--- config.mk ---
export PLATFORM = sky130hd
export DESIGN_NAME = muldiv_unit
export DESIGN_NICKNAME = d
export VERILOG_FILES = /design/src/rtl/muldiv_pkg.sv /design/src/rtl/muldiv_iter.sv /design/src/rtl/muldiv_unit.sv
export SDC_FILE = /design/constraint.sdc
export NUM_CORES = 1
export LEC_CHECK = 0
export CAP_MARGIN = 25
export CORE_MARGIN = 2
export CORE_UTILIZATION = 30
export DETAILED_ROUTE_END_ITERATION = 7
export GPL_TIMING_DRIVEN = 0
export MAX_ROUTING_LAYER = met4
export PLACE_DENSITY = 0.6
export SLEW_MARGIN = 20
export SYNTH_ARGS = -nofsm -noshare
export SYNTH_HDL_FRONTEND = slang
export SYNTH_SLANG_ARGS = --single-unit
--- constraint.sdc ---
create_clock -name clk -period 3.2 [get_ports clk]
set_input_delay 0.64 -clock clk [delete_from_list [all_inputs] [get_ports clk]]
set_output_delay 0.64 -clock clk [all_outputs]
set_load 0.05 [all_outputs]
--- src/rtl/muldiv_pkg.sv ---
// Shared definitions for the HI/LO multiply/divide unit: funct codes,
// FSM states and operation classes.
package muldiv_pkg;

   localparam logic [5:0] F_MFHI = 6'b010000;
   localparam logic [5:0] F_MTHI = 6'b010001;
   localparam logic [5:0] F_MFLO = 6'b010010;
   localparam logic [5:0] F_MTLO = 6'b010011;
   localparam logic [5:0] F_MULT = 6'b011000;
   localparam logic [5:0] F_MULTU = 6'b011001;
   localparam logic [5:0] F_DIV = 6'b011010;
   localparam logic [5:0] F_DIVU = 6'b011011;

   typedef enum logic [1:0] {
      IDLE = 2'd0,
      CALC = 2'd1,
      FIX = 2'd2
   } state_e;

   typedef enum logic {
      OP_MUL = 1'b0,
      OP_DIV = 1'b1
   } op_e;

   // True for every funct this unit owns (move and iterative groups).
   function automatic logic f_in_group(input logic [5:0] funct);
      case (funct[5:2])
         4'b0100: f_in_group = 1'b1;
         4'b0110: f_in_group = 1'b1;
         default: f_in_group = 1'b0;
      endcase
   endfunction

   function automatic logic f_is_iter(input logic [5:0] funct);
      case (funct[5:2])
         4'b0110: f_is_iter = 1'b1;
         default: f_is_iter = 1'b0;
      endcase
   endfunction

endpackage

--- src/rtl/muldiv_iter.sv ---
// Iterative datapath: shift-add multiply / restoring divide on operand
// magnitudes, iteration counter, and final sign fixup.
module muldiv_iter
   import muldiv_pkg::*;
#(
   parameter int WIDTH = 32
) (
   input  logic             clk,
   input  logic             reset,
   input  logic             i_load,
   input  logic             i_div,
   input  logic             i_sgn,
   input  logic [WIDTH-1:0] i_a,
   input  logic [WIDTH-1:0] i_b,
   input  logic             i_step,
   output logic             o_last,
   output logic [WIDTH-1:0] o_hi,
   output logic [WIDTH-1:0] o_lo
);
   localparam int CNT_W = $clog2(WIDTH + 1);

   logic [WIDTH-1:0]   r_a;
   logic [WIDTH-1:0]   r_q;
   logic [WIDTH-1:0]   r_m;
   logic [WIDTH-1:0]   r_srca;
   logic [CNT_W-1:0]   r_cnt;
   op_e                r_op;
   logic               r_neg;
   logic               r_rneg;
   logic               r_dz;

   logic [WIDTH:0]     w_madd;
   logic [WIDTH:0]     w_shift;
   logic [WIDTH:0]     w_diff;
   logic               w_ge;
   logic [2*WIDTH-1:0] w_prod;
   logic [2*WIDTH-1:0] w_prod_n;

   // Magnitude as an unsigned value; the most negative input maps to 2^(WIDTH-1).
   function automatic logic [WIDTH-1:0] f_mag(input logic [WIDTH-1:0] x, input logic sgn);
      f_mag = (sgn && x[WIDTH-1]) ? -x : x;
   endfunction

   assign w_madd   = {1'b0, r_a} + {1'b0, (r_q[0] ? r_m : {WIDTH{1'b0}})};
   assign w_shift  = {r_a, r_q[WIDTH-1]};
   assign w_ge     = (w_shift >= {1'b0, r_m});
   assign w_diff   = w_shift - {1'b0, r_m};
   assign w_prod   = {r_a, r_q};
   assign w_prod_n = r_neg ? -w_prod : w_prod;
   assign o_last   = (r_cnt == CNT_W'(WIDTH - 1));

   // Operand capture on load, then one multiply/divide step per cycle.
   always_ff @(posedge clk) begin
      if (reset) begin
         r_a    <= {WIDTH{1'b0}};
         r_q    <= {WIDTH{1'b0}};
         r_m    <= {WIDTH{1'b0}};
         r_srca <= {WIDTH{1'b0}};
         r_cnt  <= {CNT_W{1'b0}};
         r_op   <= OP_MUL;
         r_neg  <= 1'b0;
         r_rneg <= 1'b0;
         r_dz   <= 1'b0;
      end else if (i_load) begin
         r_a    <= {WIDTH{1'b0}};
         r_q    <= f_mag(i_a, i_sgn);
         r_m    <= f_mag(i_b, i_sgn);
         r_srca <= i_a;
         r_cnt  <= {CNT_W{1'b0}};
         r_op   <= i_div ? OP_DIV : OP_MUL;
         r_neg  <= i_sgn & (i_a[WIDTH-1] ^ i_b[WIDTH-1]);
         r_rneg <= i_sgn & i_a[WIDTH-1];
         r_dz   <= i_div & (i_b == {WIDTH{1'b0}});
      end else if (i_step) begin
         r_cnt <= r_cnt + CNT_W'(1);
         if (r_op == OP_MUL) begin
            r_a <= w_madd[WIDTH:1];
            r_q <= {w_madd[0], r_q[WIDTH-1:1]};
         end else begin
            r_a <= w_ge ? w_diff[WIDTH-1:0] : w_shift[WIDTH-1:0];
            r_q <= {r_q[WIDTH-2:0], w_ge};
         end
      end
   end

   // Sign fixup; divide-by-zero bypasses it and returns the raw dividend.
   always_comb begin
      o_hi = w_prod_n[2*WIDTH-1:WIDTH];
      o_lo = w_prod_n[WIDTH-1:0];
      case (r_op)
         OP_DIV: begin
            if (r_dz) begin
               o_lo = {WIDTH{1'b1}};
               o_hi = r_srca;
            end else begin
               o_lo = r_neg ? -r_q : r_q;
               o_hi = r_rneg ? -r_a : r_a;
            end
         end
         default: begin
            o_hi = w_prod_n[2*WIDTH-1:WIDTH];
            o_lo = w_prod_n[WIDTH-1:0];
         end
      endcase
   end

endmodule

--- src/rtl/muldiv_unit.sv ---
// HI/LO multiply/divide unit: funct decode, IDLE/CALC/FIX control,
// HI/LO registers and busy/done/stall handshake.
module muldiv_unit
   import muldiv_pkg::*;
#(
   parameter int WIDTH = 32
) (
   input  logic             clk,
   input  logic             reset,
   input  logic             start,
   input  logic [5:0]       funct,
   input  logic [WIDTH-1:0] srca,
   input  logic [WIDTH-1:0] srcb,
   output logic [WIDTH-1:0] hi,
   output logic [WIDTH-1:0] lo,
   output logic             busy,
   output logic             done,
   output logic             stall
);
   state_e           r_state;
   op_e              w_op;
   logic             w_sgn;
   logic             w_iter;
   logic             w_load;
   logic             w_last;
   logic [WIDTH-1:0] w_res_hi;
   logic [WIDTH-1:0] w_res_lo;

   assign w_iter = f_is_iter(funct);
   assign w_op   = (funct == F_DIV || funct == F_DIVU) ? OP_DIV : OP_MUL;
   assign w_sgn  = (funct == F_MULT || funct == F_DIV);
   assign w_load = start & w_iter & (r_state == IDLE);
   assign busy   = (r_state != IDLE);
   assign stall  = start & busy & f_in_group(funct);

   muldiv_iter #(.WIDTH(WIDTH)) u_iter (
      .clk    (clk),
      .reset  (reset),
      .i_load (w_load),
      .i_div  (w_op == OP_DIV),
      .i_sgn  (w_sgn),
      .i_a    (srca),
      .i_b    (srcb),
      .i_step (r_state == CALC),
      .o_last (w_last),
      .o_hi   (w_res_hi),
      .o_lo   (w_res_lo)
   );

   // Control FSM with HI/LO writes and the done pulse.
   always_ff @(posedge clk) begin
      if (reset) begin
         r_state <= IDLE;
         hi      <= {WIDTH{1'b0}};
         lo      <= {WIDTH{1'b0}};
         done    <= 1'b0;
      end else begin
         done <= 1'b0;
         case (r_state)
            IDLE: begin
               if (start) begin
                  if (w_iter) begin
                     r_state <= CALC;
                  end else if (funct == F_MTHI) begin
                     hi <= srca;
                  end else if (funct == F_MTLO) begin
                     lo <= srca;
                  end
               end
            end
            CALC: begin
               if (w_last) begin
                  r_state <= FIX;
               end
            end
            FIX: begin
               hi      <= w_res_hi;
               lo      <= w_res_lo;
               done    <= 1'b1;
               r_state <= IDLE;
            end
            default: r_state <= IDLE;
         endcase
      end
   end

endmodule

==> metrics.txt <==
vias in the first global route 17417; largest net degree at the start of global routing 14; WS Path Type flop to flop; Setup Skew between 40 and 50 ps; Tmin final 3562 ps; max-slew headroom at the worst pin 25.38%; Die ar. roughly 55000 um2; WHS around 460 ps; Clock power frac 39.0%; DR vias/cell just under 6; via count 18415; largest area contributor in the netlist dfxtp_1; NetSw 2660 uW; FFs w/ async S/R, synth 0%; H-tree levels 1; Final period util 111.3%; drt wl/cell 24.71 um; CP Launch Type flop; Syn. warnings 0; LEAKAGE 0.007488 uW; Final Max Slew Viols 0; ys flop type dfxtp_1; setup ws final -362.3 ps; DPL Wire Length 57110 um; initial antenna violation count 2; setup_tns -5930 ps; first-pass GRT wire length 111100 um; failing checks setup timing; critical path arrival slightly above 4000 ps; die width 234.3 um; Synth Net Count 2315; Worst Hold Class flop to flop; Sw Ratio approximately 33%; number of port buffers 131; initial core utilization 30.33%; CTS max path bufs 3; MaxCap Viol Count 0; post-route ant nets 0; CTS tree built; fmax between 200 and 300 MHz; final setup fails 43; crit end category flop; maximum vdd ir drop 0.4412 mV; cts bufs inserted 26; Gate power share 28.7%; Layout fillers 5337; syn avg cell area between 7 and 8 um2; clk sinks 205; Worst-Margin Slew between 1000 and 1500 ps; GP Congestion 1.006; synthesized flop and latch total 205; Worst Path Max Fanout 4; 1st-pass router iterations 5; # DRC 0; Syn Inst Count 2171; Root Driver clkbuf_16; internal power between 5000 and 6000 uW; EDFF count, synth 0; Worst EP required 3720 ps; clock latency on the worst-skew pair 590 ps; Area Overhead vs Synth 33.71%; Pwr Total roughly 8000 uW; post-synth top area share 25.80%; Distinct cells, synth between 70 and 80; sequential power share 32.3%; # hold bufs at CTS 0; post-route cell area 21270 um2; final WL a little under 80000 um; initial DRC count 2058; Register Area 4143 um2; sequential area share after synthesis about a quarter; status finished with violations; pre-CTS setup slack -1289 ps; clock slew at reported path FFs 60 ps; Core Area 52450 um2; Fin. Hold Viols 0; power per cell area 382.6 nW/um2; Total Routing Usage GR 27.69%; die height 234.3 um; RSZ-0062 raised after global routing yes; number of I/O pins 140; Rows 84; Multi-input gate area 12270 um2; cell area after synthesis 15910 um2; share of layout cells above drive strength 1 17.02%; total gr overflow 0; largest cells by area after synthesis dfxtp_1 26%, a21oi_1 6.5%, nand2_1 5.9%, ha_1 5.4%, xnor2_1 5.4%; final-stage net count between 2000 and 3000; area post-placement between 15000 and 20000 um2
## final cells by class
class                           count  share of cell area, %
Tap cell                          688                  4.047
Inverter                           58                  1.088
Clock inverter                     10                 0.6647
Timing Repair Buffer              218                  9.835
Sequential cell                   205                  19.48
Antenna cell                        1                0.01176
Clock buffer                       36                  3.564
Buffer                            171                  3.635
Multi-Input combinational cell   1722                  57.68
## worst max-delay path, cell delays in order (launching register included)
cell     delay, ps
dfxtp_4        340
or4_4          540
or4_4          430
or4_4          470
buf_6          140
or3_4          430
o211a_1        240
or4_4          500
o21ai_4        180
nand2_1         90
a21oi_2        120
## cell families (layout without fill, tap and decap cells)
kind of cell,after synthesis,after routing,synth area share (%)
buf+inv,244,493,5.906
mux,58,58,3.751
flops,205,205,25.80
compound gates,699,699,28.20
other cells,0,1,0
xor+xnor,193,193,10.63
fa+ha+maj,71,71,5.678
simple gates,701,701,20.04
## Yosys cell counts (4+ instances only)
cell type and instances:
nand2_1 250, nor2_1 224, a21oi_1 207, dfxtp_1 205
clkbuf_1 163, o21ai_0 146, xnor2_1 98, xor2_1 95
a211oi_1 90, ha_1 69, inv_1 57, mux2i_1 45
nor3_1 42, o221ai_1 31, o31ai_1 31, a21o_1 29
nand3_1 28, o211ai_1 28, or3_1 27, nor4_1 20
a311oi_1 19, and3_1 19, a31oi_1 18, buf_1 16
or4_1 16, nand2b_1 15, nand4_1 15, o22ai_1 15
o41ai_1 14, mux2_2 13, o21a_1 11, nor2b_1 10
a2111oi_0 7, and2_1 7, or2_2 7, a31o_2 5
a211o_1 4, a221oi_1 4, a311o_1 4, clkbuf_2 4
o21bai_1 4
## state kept, by name, summed over array words and instances (netlist names)
register	flops
done	1
hi	32
lo	32
r_state	2
u_iter.r_a	32
u_iter.r_cnt	6
u_iter.r_dz	1
u_iter.r_m	32
u_iter.r_neg	1
u_iter.r_op	1
u_iter.r_q	32
u_iter.r_rneg	1
u_iter.r_srca	32
## layer usage
layer / vias to the layer above / track usage [%] / routed length (um)
met4: 0 / 11.71 / 3376
met5: - / - / 0
met3: 204 / 3.806 / 6791
met1: 8870 / 36.23 / 32450
met2: 1017 / 42.65 / 34200
li1: 8324 / - / -
## what timing repair did
action                                  in CTS  in global routing
pin swaps                                   81                105
buffers inserted                            49                 40
cloned                                       0                  3
endpoints found under the setup margin     149                103
resized for setup                          219                208
## power groups by stage
stage	logic, uW	registers (uW)	clock network, uW
floorplan	1020	2680	0
global placement	1630	2680	0
detailed placement	1630	2690	0
CTS	1960	2630	3190
global route	2430	2630	3280
finish	2330	2630	3170
## layout by cell type, fill, tap and decap left out, drive strengths merged, types with 56 or more instances in the layout
master,n
nand2,250
nor2,224
a21oi,208
dfxtp,205
clkbuf,185
o21ai,148
clkdlybuf4s50,129
buf,109
xnor2,98
xor2,95
a211oi,90
ha,69
inv,56
## final timing paths
path	startpoint	end	slack, ps	cells past startpoint
setup / recovery	u_iter.r_q[14]	hi[21]	-360	10
hold / removal	lo[16]	lo[16]	460	2
setup reg to reg	u_iter.r_q[14]	hi[21]	-360	10
hold reg to reg	lo[16]	lo[16]	460	2
## through the flow
stage / utilization, % / cells
after detailed placement: 34.53 / 2990
after global routing: 40.56 / 3109
after global placement: 34.53 / 2990
after floorplan: - / 2171
final: 40.56 / 3109
after CTS: 38.54 / 3075
(Power assumes the default switching activity.)
